<file path="config.mk">
export PLATFORM = sky130hd
export DESIGN_NAME = instruction_fetch
export DESIGN_NICKNAME = d
export VERILOG_FILES = /design/src/rtl/instruction_fetch.sv
export SDC_FILE = /design/constraint.sdc
export NUM_CORES = 1
export LEC_CHECK = 0
export CORE_MARGIN = 4
export CORE_UTILIZATION = 45
export DETAILED_ROUTE_END_ITERATION = 16
export DONT_BUFFER_PORTS = 1
export GPL_TIMING_DRIVEN = 0
export PLACE_DENSITY_LB_ADDON = 0.1
export RECOVER_POWER = 100
export SYNTH_ARGS = -nofsm -noshare
export SYNTH_HDL_FRONTEND = slang
export SYNTH_SLANG_ARGS = --single-unit
</file>
<file path="constraint.sdc">
create_clock -name clk -period 1.7 [get_ports clk]
set_input_delay 0.17 -clock clk [delete_from_list [all_inputs] [get_ports clk]]
set_output_delay 0.17 -clock clk [all_outputs]
set_load 0.03 [all_outputs]
</file>
<file path="src/rtl/instruction_fetch.sv">
// instruction_fetch: owns the program counter, fetches instruction words over
// a req/ack handshake and presents one opcode/literal per instruction with a
// single-cycle issue strobe.
//
// Optional feature macro: FETCH_JUMP_EN
//   defined   - JMP/JEQ/JNE opcodes redirect the PC using status[0] (Z flag)
//   undefined - next PC is always pc+1 and the status port is unused
//
// state  | meaning
// IDLE   | not fetching, waiting for run
// FETCH  | im_req high, im_addr=pc, waiting for im_ack
// ISSUE  | instr_valid high, opcode/literal from instruction register
// HALT   | HALT retired, only reset leaves
module instruction_fetch #(
  parameter int PC_W = 8,
  parameter int K_W  = 8
) (
  input  logic            clk,
  input  logic            rst_n,
  input  logic            run,
  output logic            im_req,
  output logic [PC_W-1:0] im_addr,
  input  logic            im_ack,
  input  logic [K_W+6:0]  im_data,
  input  logic [3:0]      status,
  output logic [6:0]      opcode,
  output logic [K_W-1:0]  literal,
  output logic            instr_valid,
  output logic            halted,
  output logic [PC_W-1:0] pc
);

  localparam logic [6:0] OP_BUBBLE = 7'b1111110;
  localparam logic [6:0] OP_HALT   = 7'b1111111;

  typedef enum logic [1:0] {
    S_IDLE  = 2'd0,
    S_FETCH = 2'd1,
    S_ISSUE = 2'd2,
    S_HALT  = 2'd3
  } state_t;

  state_t          state_q, state_d;
  logic [PC_W-1:0] pc_q, pc_d;
  logic [PC_W-1:0] next_pc;
  logic [K_W+6:0]  ir_q, ir_d;
  logic [6:0]      ir_op;
  logic [K_W-1:0]  ir_lit;

  assign ir_op  = ir_q[K_W+6:K_W];
  assign ir_lit = ir_q[K_W-1:0];

`ifdef FETCH_JUMP_EN
  localparam logic [6:0] OP_JMP = 7'b1000000;
  localparam logic [6:0] OP_JEQ = 7'b1000001;
  localparam logic [6:0] OP_JNE = 7'b1000010;

  // Only the Z flag steers jumps; the other flags are carried for the datapath.
  logic unused_status;
  assign unused_status = ^status[3:1];

  // Successor PC: sequential, or the literal when a jump is taken.
  always_comb begin
    next_pc = pc_q + PC_W'(1);
    case (ir_op)
      OP_JMP:  next_pc = PC_W'(ir_lit);
      OP_JEQ:  if (status[0])  next_pc = PC_W'(ir_lit);
      OP_JNE:  if (!status[0]) next_pc = PC_W'(ir_lit);
      default: next_pc = pc_q + PC_W'(1);
    endcase
  end
`else
  logic unused_status;
  assign unused_status = ^status;

  assign next_pc = pc_q + PC_W'(1);
`endif

  // State, program counter and instruction register.
  always_ff @(posedge clk or negedge rst_n) begin
    if (!rst_n) begin
      state_q <= S_IDLE;
      pc_q    <= '0;
      ir_q    <= '0;
    end else begin
      state_q <= state_d;
      pc_q    <= pc_d;
      ir_q    <= ir_d;
    end
  end

  // Next-state: run is only looked at in IDLE and when leaving ISSUE.
  always_comb begin
    state_d = state_q;
    pc_d    = pc_q;
    ir_d    = ir_q;
    case (state_q)
      S_IDLE: begin
        if (run) state_d = S_FETCH;
      end
      S_FETCH: begin
        if (im_ack) begin
          ir_d    = im_data;
          state_d = S_ISSUE;
        end
      end
      S_ISSUE: begin
        if (ir_op == OP_HALT) begin
          state_d = S_HALT;
        end else begin
          pc_d    = next_pc;
          state_d = run ? S_FETCH : S_IDLE;
        end
      end
      S_HALT: begin
        state_d = S_HALT;
      end
      default: state_d = S_IDLE;
    endcase
  end

  // Moore outputs decoded from state; bubble opcode whenever not issuing.
  always_comb begin
    im_req      = (state_q == S_FETCH);
    instr_valid = (state_q == S_ISSUE);
    halted      = (state_q == S_HALT);
    opcode      = OP_BUBBLE;
    literal     = '0;
    if (state_q == S_ISSUE) begin
      opcode  = ir_op;
      literal = ir_lit;
    end
  end

  assign im_addr = pc_q;
  assign pc      = pc_q;

endmodule
</file>
==> results.md, run 1 <==
* Worst-path cell chain: and2b_2 > clkbuf_8 > and2_2
* Final wirelength at 2410 um
* Yosys top cell area share at 52.6%
* Syn_area_per_cell at 12.3 um^2
* I/O Pins at 57
* Synth cell types at 21
* Routed length per placed instance at 16.0 um
* Antenna Violating Nets Remaining at 0
* Ys async rst share at 100%
* Post-synthesis sequential area ratio at 52.6%
* Mux contribution to synthesized area at 15.1%
* Via density at 5.20
* Clk root buf: clkbuf_4
* Skew final at 0.00540 ns
* Largest family of logic cells by synthesized area: simple AND/OR/NAND/NOR gates
* Synthesized cell area at 0.00119 mm^2
* Adder-Cell Fraction of Synth Area at 1.05%
* Pwr dens at 1720 mW/mm^2
* Yosys top cell by area: dfrtp_1
* Number of synthesized flops with an enable pin at 0
* Largest net degree at the start of global routing at 26
* MaxCap Viol Count at 0
* Max incr delay on CP at 0.47 ns
* RSZ-0062 raised after global routing: true
* Clk_lat worst skew at 0.31 ns
* Initial core utilization at 47.6%
* Synth Area in Compound Gates at 2.63%
* Worst path bufs/invs at 1
* Initial antenna violation count at 0
* Max Clock Freq at 609 MHz
* Num CTS Buffers at 3
* Gr usage total at 13.8%
* Vias in the first global route at 825
* Fill cell count at 201
* Global placement routability congestion at 0.712
* Synth cell count leaders: dfrtp_1, mux2_2, and2_1, buf_4
* Slew Viols, Final at 0
* Core ar. at 0.00250 mm^2
* DP Wirelength at 1640 um
* Hold_sp: run
* H-tree levels at 1
* Critical Path Sink Type: output pin
* # rows at 18
* Post-route minimum period at 1.64 ns
* Final period util at 96.6%
* DR vias at 780
* CP Launch Point: state_q[1]
* Diodes inserted at 0
* CTS tree: done
* Clock Path Buffers at 2
* Synthesized Nets at 121
* Ys Warns at 0
* Slew @ Worst Pin at 1.10 ns
* Critical-path top delay cell: dfrtp_2
* Nets at 145
* Leak at 0.681 nW
* Fin. Hold Viols at 0
* Final worst slack at 0.0584 ns
* Setup tns final at 0 ns
* Die area at 0.00353 mm^2
* Top FF cell, synth: dfrtp_1
* XOR/XNOR Fraction of Synth Area at 5.15%
* Worst-path clk slew at 0.14 ns
* Critical Path RT at 1.53 ns
* First-pass GRT wire length at 3750 um
* Cells after Synth at 97
* Maximum vdd drop at 0.000922 V
* Reg2Reg Launch Point: state_q[0]
* Slew HR at 26.4%
* Drt first pass iters at 4
* Setup crit start kind: register
* Place WS at -0.122 ns
* Share of cells above drive strength 1 at 44.2%
* Die W at 59.4 um
* Layout Cells excl Fill at 150
* Drt initial violations at 17
* Synth Area in Simple Gates at 16.8%
* Area grow syn2layout at 27.6%
* Status: complete, no violations
* Total power at 0.00262 W
* Placed cells at 127
* Drt drc at 0
* Clk sinks at 25
* CP max FO at 10
* Synth top area cells: dfrtp_1, mux2_2, and2_1
* HP Class: in2reg
* Cell with the most instances after synthesis: dfrtp_1
* Delay-heaviest family, CP: simple AND/OR/NAND/NOR gates
* GR Overflow Total at 0
* Fin Hold WS at 0.0527 ns
* Critical path class: reg2out
* Die height at 59.4 um
* Count of input and output buffers at 0
* Critical path data arrival time at 1.47 ns
* Synth Register Bits at 25
* Final setup fails at 0
==> path summary, 6_finish.rpt <==
kind                       slack, ns  depth (start not counted)          to
min in group asynchronous       0.67                          2     ir_q[5]
max reg2reg                     0.13                          4  im_addr[1]
min                             0.05                          2  state_q[0]
max in group asynchronous       0.30                          2  state_q[0]
min reg2reg                     0.51                          1     ir_q[4]
max                             0.06                          3  literal[5]
==> state kept, by name, summed over array words and instances, names as in the netlist <==
signal   flops
im_addr      8
ir_q        15
state_q      2
==> logic make-up after synthesis <==
family | Yosys count
DFF | 25
AOI/OAI and AO/OA | 5
buffers and inverters | 11
muxes | 16
adders and majority gates | 1
and+or+nand+nor | 32
xor gates and xnor gates | 7
==> what timing repair did <==
item,CTS,global route
setup buffers,1,1
endpoints found under the setup margin,10,31
hold endpoints to repair,40,0
gates resized for setup,13,12
hold buffers,17,0
==> cell type report <==
cell class | count | area, um^2 | area share [%]
flip-flops and latches | 25 | 628 | 41.4
multi-input cells | 61 | 536 | 35.3
repair buffers | 19 | 200 | 13.2
plain buffers | 10 | 85.1 | 5.61
well taps | 30 | 37.5 | 2.47
clock buffers | 3 | 22.5 | 1.48
clock inverters | 1 | 5.00 | 0.330
inverters | 1 | 3.75 | 0.247
==> cell usage in the layout, fill, tap and decap left out, types with 4 or more instances in the layout <==
cell / n
dfrtp_1: 23
mux2_2: 16
dlygate4sd3_1: 16
buf_4: 9
or2b_4: 6
and2_2: 6
xnor2_1: 6
a21oi_1: 4
nand4_1: 4
==> per-layer routing <==
metal	global-route usage (%)	wire length (um)	vias up
met5	0	0	-
met4	2.91	10	0
met3	3.27	179	2
met2	24.3	1240	32
met1	17.1	977	378
li1	-	-	368
==> per-stage QoR <==
stage,instance area (um^2),util [%]
after floorplan,1190,-
after global placement,1230,49.1
after detailed placement,1230,49.1
after CTS,1480,59.1
after global routing,1520,60.7
final,1520,60.7
==> power breakdown <==
group          total [W]  switching, W  internal, W
combinational    0.00120      0.000644     0.000559
clock           0.000260      0.000173    0.0000879
sequential       0.00115      0.000302     0.000851
Note: power is estimated with default switching activity, not from simulation.
==> run 2: changes to the inputs <==
- clock period: 1.7 -> 1.49 ns (I/O delays scaled with it)
==> run 2 against run 1 <==
  * Non-clock buffer count grew 5
  * The flow now finishes with violations (setup timing)
  * Final cell count grew 4.0%
  * Die area is the same
  * Critical path type unchanged
==> results.md, run 2 (same netlist as run 1, synthesis figures left out) <==
* Status: complete, but fails checks
* Failing checks: setup timing
* Gr usage total at 13.8% (-0.056 points)
* Clk_lat worst skew at 0.31 ns (about the same)
* Max Clock Freq at 654 MHz
* Slew @ Worst Pin at 0.616 ns (-0.489 ns)
* DR vias at 805 (+3.2%)
* Drt initial violations at 11 (-6)
* Setup tns final at -0.308 ns (-0.308 ns)
* CTS tree: done
* Die W at 59.4 um (unchanged)
* Commonest non-fill, non-tap cell in the layout: dfrtp_1
* Layout Utilization at 63.7% (+3.0 points)
* Clock Path Buffers at 2 (unchanged)
* Vias in the first global route at 798 (-3.3%)
* Fin Hold WS at 0.0180 ns (-0.0347 ns)
* Die area at 0.00353 mm^2 (unchanged)
* Die height at 59.4 um (unchanged)
* GR Overflow Total at 0 (unchanged)
* Fin. Hold Viols at 0 (unchanged)
* Final worst slack at -0.0386 ns (-0.0969 ns)
* Final wirelength at 2510 um (+4.3%)
* Setup crit start kind: register
* Slew Viols, Final at 0 (unchanged)
* Area grow syn2layout at 33.9%
* Critical Path Sink Type: output pin
* Count of input and output buffers at 0 (unchanged)
* Reg2reg end: ir_q[12]
* Clock share of power at 9.1% (-0.9 points)
* Hold depth at 2 (unchanged)
* Clk root buf: clkbuf_4
* Clk sinks at 25 (unchanged)
* Slew HR at 59.0% (+33 points)
* Worst-path clk slew at 0.13 ns (about the same)
* HP Class: in2reg
* Hold endpoint: state_q[0]
* Num CTS Buffers at 3 (unchanged)
* Fin area at 0.00159 mm^2 (+4.9%)
* Drt first pass iters at 3 (-1)
* Drt drc at 0 (unchanged)
* RSZ-0062 raised after global routing: true
* Critical Path RT at 1.34 ns (-0.19 ns)
* Routed length per placed instance at 16.1 um (+0.27%)
* Post-route minimum period at 1.53 ns
* Diodes inserted at 0 (unchanged)
* Max reg flops at 15 (unchanged)
* Critical path class: reg2out
* Maximum vdd drop at 0.00127 V (+37%)
* Reg2Reg Launch Point: state_q[0]
* Biggest register: ir_q
* Largest net degree at the start of global routing at 26 (unchanged)
* Antenna Violating Nets Remaining at 0 (unchanged)
* I/O Pins at 57 (unchanged)
* CP max FO at 6 (-4)
* First-pass GRT wire length at 3600 um (-4.1%)
* Final period util at 103%
* Most frequent cells in the layout: dfrtp_1, dlygate4sd3_1, mux2_2, buf_4, and2_4
* Nets at 151 (+4.1%)
* Gate power share at 49.6% (+3.6 points)
* Global placement routability congestion at 0.682 (-4.2%)
* Sw Ratio at 41.8% (-0.97 points)
* Pwr dens at 2010 mW/mm^2 (+16%)
* Sequential Power Share at 41.4% (-2.7 points)
* Hold_sp: run
* Initial antenna violation count at 0 (unchanged)
* # rows at 18 (unchanged)
* H-tree levels at 1 (unchanged)
* Critical path data arrival time at 1.38 ns (-0.09 ns)
* Initial core utilization at 47.6% (unchanged)
* MaxCap Viol Count at 0 (unchanged)
* Leak at 0.719 nW (+5.6%)
* Worst R2R Path Depth at 6 (+2)
* Psw at 0.00134 W (+19%)
* Cell internal pwr at 0.00186 W (+24%)
* Via density at 5.16 (-0.76%)
* DP Wirelength at 1570 um (-4.4%)
* Skew final at 0.00289 ns (-0.00252 ns)
* Final setup fails at 10 (+10)
* Placed cell areas at 0.00123 mm^2 (+0.10%)
* Setup slack, reg-to-reg at 0.04 ns (-0.09 ns)
* Share of cells above drive strength 1 at 43.7% (-0.52 points)
* Core ar. at 0.00250 mm^2 (unchanged)
run 2: cell count changes in the layout (fill, tap and decap cells not counted), moves of 2 or more:
cell       change
and2_2         -6
and2_4         +6
or2b_1         +4
or2b_4         -4
buf_4          +3
clkbuf_16      +2
run 2: metrics by stage:
stage          setup WS, ns  cells  total power [W]
6_report            -0.0386    156          0.00320
5_1_grt              -0.107    156          0.00338
4_1_cts             -0.0957    149          0.00294
3_5_place_dp         -0.116    127          0.00248
3_3_place_gp         -0.102    127          0.00245
2_1_floorplan        0.0254     97          0.00230
run 2: how the worst max path moves through the flow:
stage	startpoint	to	cells after the start
floorplan	state_q[0]	ir_q[10]	5
global placement	state_q[0]	ir_q[5]	5
detailed placement	state_q[0]	ir_q[12]	5
CTS	state_q[0]	opcode[0]	3
global route	state_q[0]	literal[0]	3
finish	state_q[0]	literal[0]	3
run 2: power groups by stage:
stage / logic (W) / clock network, W / registers [W]
finish: 0.00158 / 0.000290 / 0.00132
global route: 0.00168 / 0.000332 / 0.00137
CTS: 0.00132 / 0.000306 / 0.00131
detailed placement: 0.00115 / 0 / 0.00133
global placement: 0.00114 / 0 / 0.00131
floorplan: 0.00105 / 0 / 0.00125
run 2: what timing repair did:
item | in CTS | in global routing
gates resized for setup | 21 | 13
endpoints found under the hold margin | 40 | 0
pin swaps | 5 | 5
buffers inserted | 1 | 4
hold buffers | 17 | 0
cloned | 0 | 3
setup endpoints to repair | 32 | 32
run 2: final cells by class:
cell class                      count  area [um^2]
Buffer                             10          100
Clock buffer                        4         26.3
Fill cell                         190          907
Inverter                            1         3.75
Multi-Input combinational cell     62          547
Sequential cell                    25          627
Tap cell                           30         37.5
Timing Repair Buffer               24          251
run 2: metal layers:
| layer | vias to the layer above | part of all wire (%) | routed length (um) | GRT usage (%) |
|---|---|---|---|---|
| li1 | 377 | - | - | - |
| met1 | 390 | 39 | 981 | 15.5 |
| met2 | 36 | 52 | 1300 | 24.6 |
| met3 | 2 | 8.6 | 216 | 5.01 |
| met4 | 0 | 0.60 | 15 | 2.91 |
| met5 | - | 0 | 0 | 0 |
run 2: worst max-delay path, cell delays in order (launching register included):
cell and delay, ns:
dfrtp_1 0.41, and2b_4 0.29, clkbuf_16 0.17, and2_4 0.20
==> run 3: changes to the inputs <==
- TNS_END_PERCENT: default -> 10
==> run 3 against run 2 <==
  * The flow still finishes with violations (setup timing)
  * Global-route usage stayed put
  * Wire length is 2.2% lower
  * Total power is 3.5% lower
  * Hold slack better by 0.0044 ns
  * Clock power is 1% lower
  * Die area stayed put
  * Maximum frequency is 0.23% higher
  * Register-to-register slack hardly changed
  * Final area is 3.3% lower
  * Setup slack better by 0.0036 ns
  * Highest routed layer unchanged
==> results.md, run 3 (same netlist as run 1, synthesis figures left out) <==
* Placed cells at 127 (unchanged)
* Worst path bufs/invs at 1 (unchanged)
* Core ar. at 0.00250 mm^2 (unchanged)
* DP Wirelength at 1570 um (unchanged)
* Setup crit start kind: register
* Vias in the first global route at 798 (unchanged)
* Critical path class: reg2out
* H-tree levels at 1 (unchanged)
* Worst-path clk slew at 0.12 ns (about the same)
* Max Clock Freq at 656 MHz (+0.23%)
* I/O Pins at 57 (unchanged)
* Final worst slack at -0.0350 ns (+0.00355 ns)
* Antenna Violating Nets Remaining at 0 (unchanged)
* CP max FO at 6 (unchanged)
* HP Class: in2reg
* Gr usage total at 13.8% (unchanged)
* Diodes inserted at 0 (unchanged)
* Biggest register: ir_q
* Drt first pass iters at 2 (-1)
* Commonest non-fill, non-tap cell in the layout: dfrtp_1
* First-pass GRT wire length at 3600 um (unchanged)
* Initial antenna violation count at 0 (unchanged)
* Layout Utilization at 61.6% (-2.1 points)
* Fin Hold WS at 0.0225 ns (+0.00443 ns)
* Fill cell count at 200 (+5.3%)
* MaxCap Viol Count at 0 (unchanged)
* Layout Cells excl Fill at 153 (-1.9%)
* Storage cell area at 627 um^2 (unchanged)
* Slew Viols, Final at 0 (unchanged)
* Pwr dens at 2000 mW/mm^2 (-0.18%)
* Final wirelength at 2460 um (-2.2%)
* Critical path data arrival time at 1.38 ns (about the same)
* Critical Path RT at 1.34 ns (about the same)
* Drt drc at 0 (unchanged)
* Final setup fails at 9 (-1)
* Delay-heaviest family, CP: simple AND/OR/NAND/NOR gates
* Post-route minimum period at 1.53 ns (-0.00355 ns)
* Initial core utilization at 47.6% (unchanged)
* Die area at 0.00353 mm^2 (unchanged)
* Critical Path Sink Type: output pin
* DR vias at 801 (-0.50%)
* Status: complete, but fails checks
* GR Overflow Total at 0 (unchanged)
* # rows at 18 (unchanged)
* Critical-path top delay cell: dfrtp_1
* Area of the multi-input gates at 547 um^2 (unchanged)
* Drt initial violations at 7 (-4)
* Most frequent cells in the layout: dfrtp_1, dlygate4sd3_1, mux2_2, buf_4, and2_4
* Fin area at 0.00154 mm^2 (-3.3%)
* Routed length per placed instance at 16.0 um (-0.23%)
* Area grow syn2layout at 29.4%
* Clk sinks at 25 (unchanged)
* Global placement routability congestion at 0.682 (unchanged)
* Die height at 59.4 um (unchanged)
* Failing checks: setup timing
* Clk_lat worst skew at 0.30 ns (about the same)
* Worst-path cell chain: and2b_4 > clkbuf_16 > and2_4
* Largest net degree at the start of global routing at 26 (unchanged)
* Via density at 5.24 (+1.5%)
* Slew HR at 59.1% (+0.11 points)
* CTS tree: done
* Slew @ Worst Pin at 0.614 ns (-0.00161 ns)
* Num CTS Buffers at 3 (unchanged)
* Count of input and output buffers at 0 (unchanged)
* Max reg flops at 15 (unchanged)
* Fin. Hold Viols at 0 (unchanged)
* Maximum vdd drop at 0.00126 V (-0.77%)
* Nets at 148 (-2.0%)
* Max incr delay on CP at 0.41 ns (about the same)
* Clock Path Buffers at 2 (unchanged)
* Clk root buf: clkbuf_4
* Skew final at 0.00267 ns (-0.000220 ns)
* Share of cells above drive strength 1 at 42.3% (-1.4 points)
* Leak at 0.691 nW (-3.9%)
* Final period util at 102% (-0.24 points)
* RSZ-0062 raised after global routing: true
* Die W at 59.4 um (unchanged)
* Placed cell areas at 0.00123 mm^2 (unchanged)
-- run 3: cell types whose count changed in the layout (fill, tap and decap cells not counted), sizes merged --
| cell | change |
|---|---|
| buf | -2 |
| clkbuf | -1 |
-- run 3: worst register-to-register path, stage by stage, from the launching register on --
cell and delay, ns:
dfrtp_1 0.38, buf_4 0.12, inv_2 0.04, nor2_4 0.22, nand2_4 0.13, buf_8 0.17
mux2_2 0.27
-- run 3: report_power, final --
part | total, W | internal [W] | switching (W)
logic | 0.00148 | 0.000701 | 0.000775
registers | 0.00132 | 0.000969 | 0.000356
clock network | 0.000286 | 0.000104 | 0.000182
-- run 3: repair_timing --
action	4_1_cts	5_1_grt
buffers inserted	1	2
hold endpoints to repair	40	0
gates resized for setup	21	13
endpoints found under the setup margin	32	32
hold buffers	17	0
pin swaps	7	2
cloned	0	2
-- run 3: area by class of cell --
class	count	area share (%)
inverters	1	0.244
multi-input cells	62	35.5
flip-flops and latches	25	40.7
repair buffers	21	12.9
plain buffers	10	6.50
well taps	30	2.44
clock buffers	4	1.71
-- run 3: final timing paths --
check	startpoint	to	slack [ns]	cells past startpoint
setup / recovery	state_q[0]	literal[0]	-0.04	3
hold / removal	run	state_q[0]	0.02	2
setup reg to reg	state_q[0]	ir_q[9]	0.05	6
hold reg to reg	ir_q[4]	ir_q[4]	0.52	1
max in group asynchronous	rst_n	state_q[1]	0.64	2
min in group asynchronous	rst_n	ir_q[2]	0.41	2
-- run 3: metal layers --
layer / routed length [um] / global-route usage, % / up-vias
li1: - / - / 370
met1: 920 / 15.5 / 392
met2: 1290 / 24.6 / 37
met3: 229 / 5.01 / 2
met4: 15 / 2.91 / 0
met5: 0 / 0 / -
-- run 3: stage by stage --
step | setup WS (ns) | power, W | setup TNS [ns]
floorplan | 0.0254 | 0.00230 | 0
global placement | -0.102 | 0.00245 | -1.60
finish | -0.0350 | 0.00309 | -0.262
global route | -0.107 | 0.00327 | -1.26
detailed placement | -0.116 | 0.00248 | -1.85
CTS | -0.0955 | 0.00294 | -2.36
==> RTL edit: new RTL, settings of run 2 <==
Encoding of `state_t`: now one-hot (4 bits for 4 states).
--- a/src/rtl/instruction_fetch.sv
+++ b/src/rtl/instruction_fetch.sv
@@ -33,11 +33,11 @@
   localparam logic [6:0] OP_BUBBLE = 7'b1111110;
   localparam logic [6:0] OP_HALT   = 7'b1111111;
 
-  typedef enum logic [1:0] {
-    S_IDLE  = 2'd0,
-    S_FETCH = 2'd1,
-    S_ISSUE = 2'd2,
-    S_HALT  = 2'd3
+  typedef enum logic [3:0] {
+    S_IDLE  = 4'b0001,
+    S_FETCH = 4'b0010,
+    S_ISSUE = 4'b0100,
+    S_HALT  = 4'b1000
   } state_t;
 
   state_t          state_q, state_d;
Formal check against the unedited RTL: no difference found for any inputs over 10 cycles, from zero or initial values and one cycle with rst_n low; not proved beyond that.
==> RTL edit against run 2 <==
The flow still finishes with violations (negative setup slack); final area is 11% higher; worst setup slack worse by 0.35 ns; synthesized area is 18% higher; sequential cell count is 2 higher; clock skew is 0.0053 ns higher; critical path depth is 2 higher; routed wire length is 13% higher; critical path type is now reg -> reg; critical endpoint is now ir_q[12]; highest routed layer unchanged.
Power is not compared: it rests on default switching activity, and its combinational part moved more than twofold at a synthesized area within 25%.
==> RTL edit: results (changes against run 2) <==
outcome: finished with violations
failing checks: negative setup slack
Adder-Cell Fraction of Synth Area: 0.894% (-0.16 points)
hold path cells: 3 (+1)
R2R depth: 5 (-1)
vias in the first global route: 1,000 (+25%)
nets: 168 (+11%)
Synth area leaders: dfrtp_1 46%, mux2_4 9.7%, mux2_2 5.6%, xnor2_1 4.4%, buf_4 4.3%
CP max FO: 10 (+4)
setup ws final: -0.393 ns (-0.354 ns)
M2 GR Usage: 25.8% (+1.2 points)
met3 Usage GRT: 5.25% (+0.24 points)
Post-Synth XOR/XNOR Area: 5.00% (-0.15 points)
number of flip-flops under the largest register name: 15 (unchanged)
GRT Resource Usage Total: 14.7% (+0.94 points)
Synth Net Count: 135 (+12%)
first-pass GRT wire length: 4710 um (+31%)
post-synthesis mux area share: 15.3% (+0.14 points)
Placer Congestion: 0.769 (+13%)
largest net degree at the start of global routing: 28 (+7.7%)
Final setup viols: 44 (+34)
worst hold start: im_ack
setup slack at placement: -0.451 ns (-0.335 ns)
dpl hpwl: 1800 um (+15%)
Vias/cell: 5.33 (+3.4%)
peak supply drop: 0.845 mV
Worst Path Arrival: 2.10 ns (+0.72 ns)
share of layout cells above drive strength 1: 46.2% (+2.5 points)
hold endpoint: state_q[0]
worst slew pin tran: 0.666 ns (+0.0507 ns)
1st-iter DRT viols: 38 (+27)
drt pass-1 iters: 4 (+1)
Post-synth top cells: 26 x dfrtp_1, 9 x and2_1, 9 x mux2_4
reg-to-reg startpoint: state_q[3]
distinct cell type count after synthesis: 31 (+48%)
CTS Buf Count: 3 (unchanged)
routing usage on met1: 17.0% (+1.5 points)
Synth Area in Compound Gates: 4.20% (+1.6 points)
post-synthesis sequential area ratio: 48.3% (-4.2 points)
wire per inst: 16.3 um (+1.6%)
Clock Skews: 0.00818 ns (+0.00529 ns)
RTL edit: changes by cell type after synthesis, sizes merged, moves of 2 or more:
cell,delta
nor3b,+2
nor2,-3
buf,+2
or2,+2
inv,+2
nor3,+2
RTL edit: logic make-up (layout without fill, tap and decap cells):
logic type / after synthesis / after routing
adder cells (fa/ha/maj): 1 / 1
multiplexers: 16 / 16
XOR/XNOR: 8 / 8
flip-flops: 27 / 27
AND/OR/NAND/NOR: 37 / 37
AO/OA/AOI/OAI: 8 / 8
buffers and inverters: 14 / 46
RTL edit: power by group through the flow:
| stage | Sequential [mW] | Clock (mW) | Combinational (mW) |
|---|---|---|---|
| after floorplan | 1.19 | 0 | 0.665 |
| after global placement | 1.23 | 0 | 0.706 |
| after detailed placement | 1.24 | 0 | 0.732 |
| after CTS | 1.29 | 0.334 | 0.751 |
| after global routing | 1.34 | 0.363 | 0.814 |
| final | 1.29 | 0.313 | 0.751 |
RTL edit: repair_timing:
item / in CTS / in global routing
hold buffers: 18 / 0
buffers inserted: 7 / 3
gates cloned: 0 / 1
gates resized for setup: 20 / 6
pin swaps: 7 / 10
hold endpoints to repair: 44 / 0
endpoints found under the setup margin: 44 / 44
RTL edit: stage by stage:
stage | setup TNS [ns] | util (%) | hold WS, ns | instances | area [um2]
after floorplan | -3.77 | - | -0.147 | 111 | 1410
after detailed placement | -8.89 | 50.9 | -0.146 | 142 | 1450
after global placement | -7.86 | 50.9 | -0.146 | 142 | 1450
after CTS | -12.54 | 61.8 | 0.0574 | 170 | 1760
final | -14.20 | 62.1 | 0.0828 | 174 | 1770
after global routing | -17.75 | 62.1 | 0.0627 | 174 | 1770
RTL edit: critical path, stage by stage, from the launching register on:
cell,delay (ns)
dfrtp_2,0.43
or2_4,0.26
nor3_4,0.48
nand2_4,0.13
buf_8,0.18
mux2_4,0.29
RTL edit: layout make-up:
cell class	count	area (um2)
plain buffers	10	70.1
repair buffers	29	262
fillers	249	1080
flip-flops and latches	27	678
well taps	31	38.8
inverters	3	11.3
clock buffers	4	26.3
multi-input cells	70	684
RTL edit: worst max path at each step:
stage	startpoint	to	slack, ns	cells after the start
CTS	state_q[3]	opcode[5]	-0.36	4
global route	state_q[3]	im_addr[5]	-0.46	7
detailed placement	state_q[3]	ir_q[7]	-0.45	5
floorplan	state_q[3]	ir_q[0]	-0.30	5
global placement	state_q[3]	ir_q[12]	-0.41	5
finish	state_q[3]	ir_q[12]	-0.39	5
RTL edit: layer usage:
layer / part of all wire, % / up-vias
met5: 0 / -
met4: 0.60 / 0
met3: 6.2 / 2
met2: 51 / 30
met1: 42 / 462
li1: - / 434
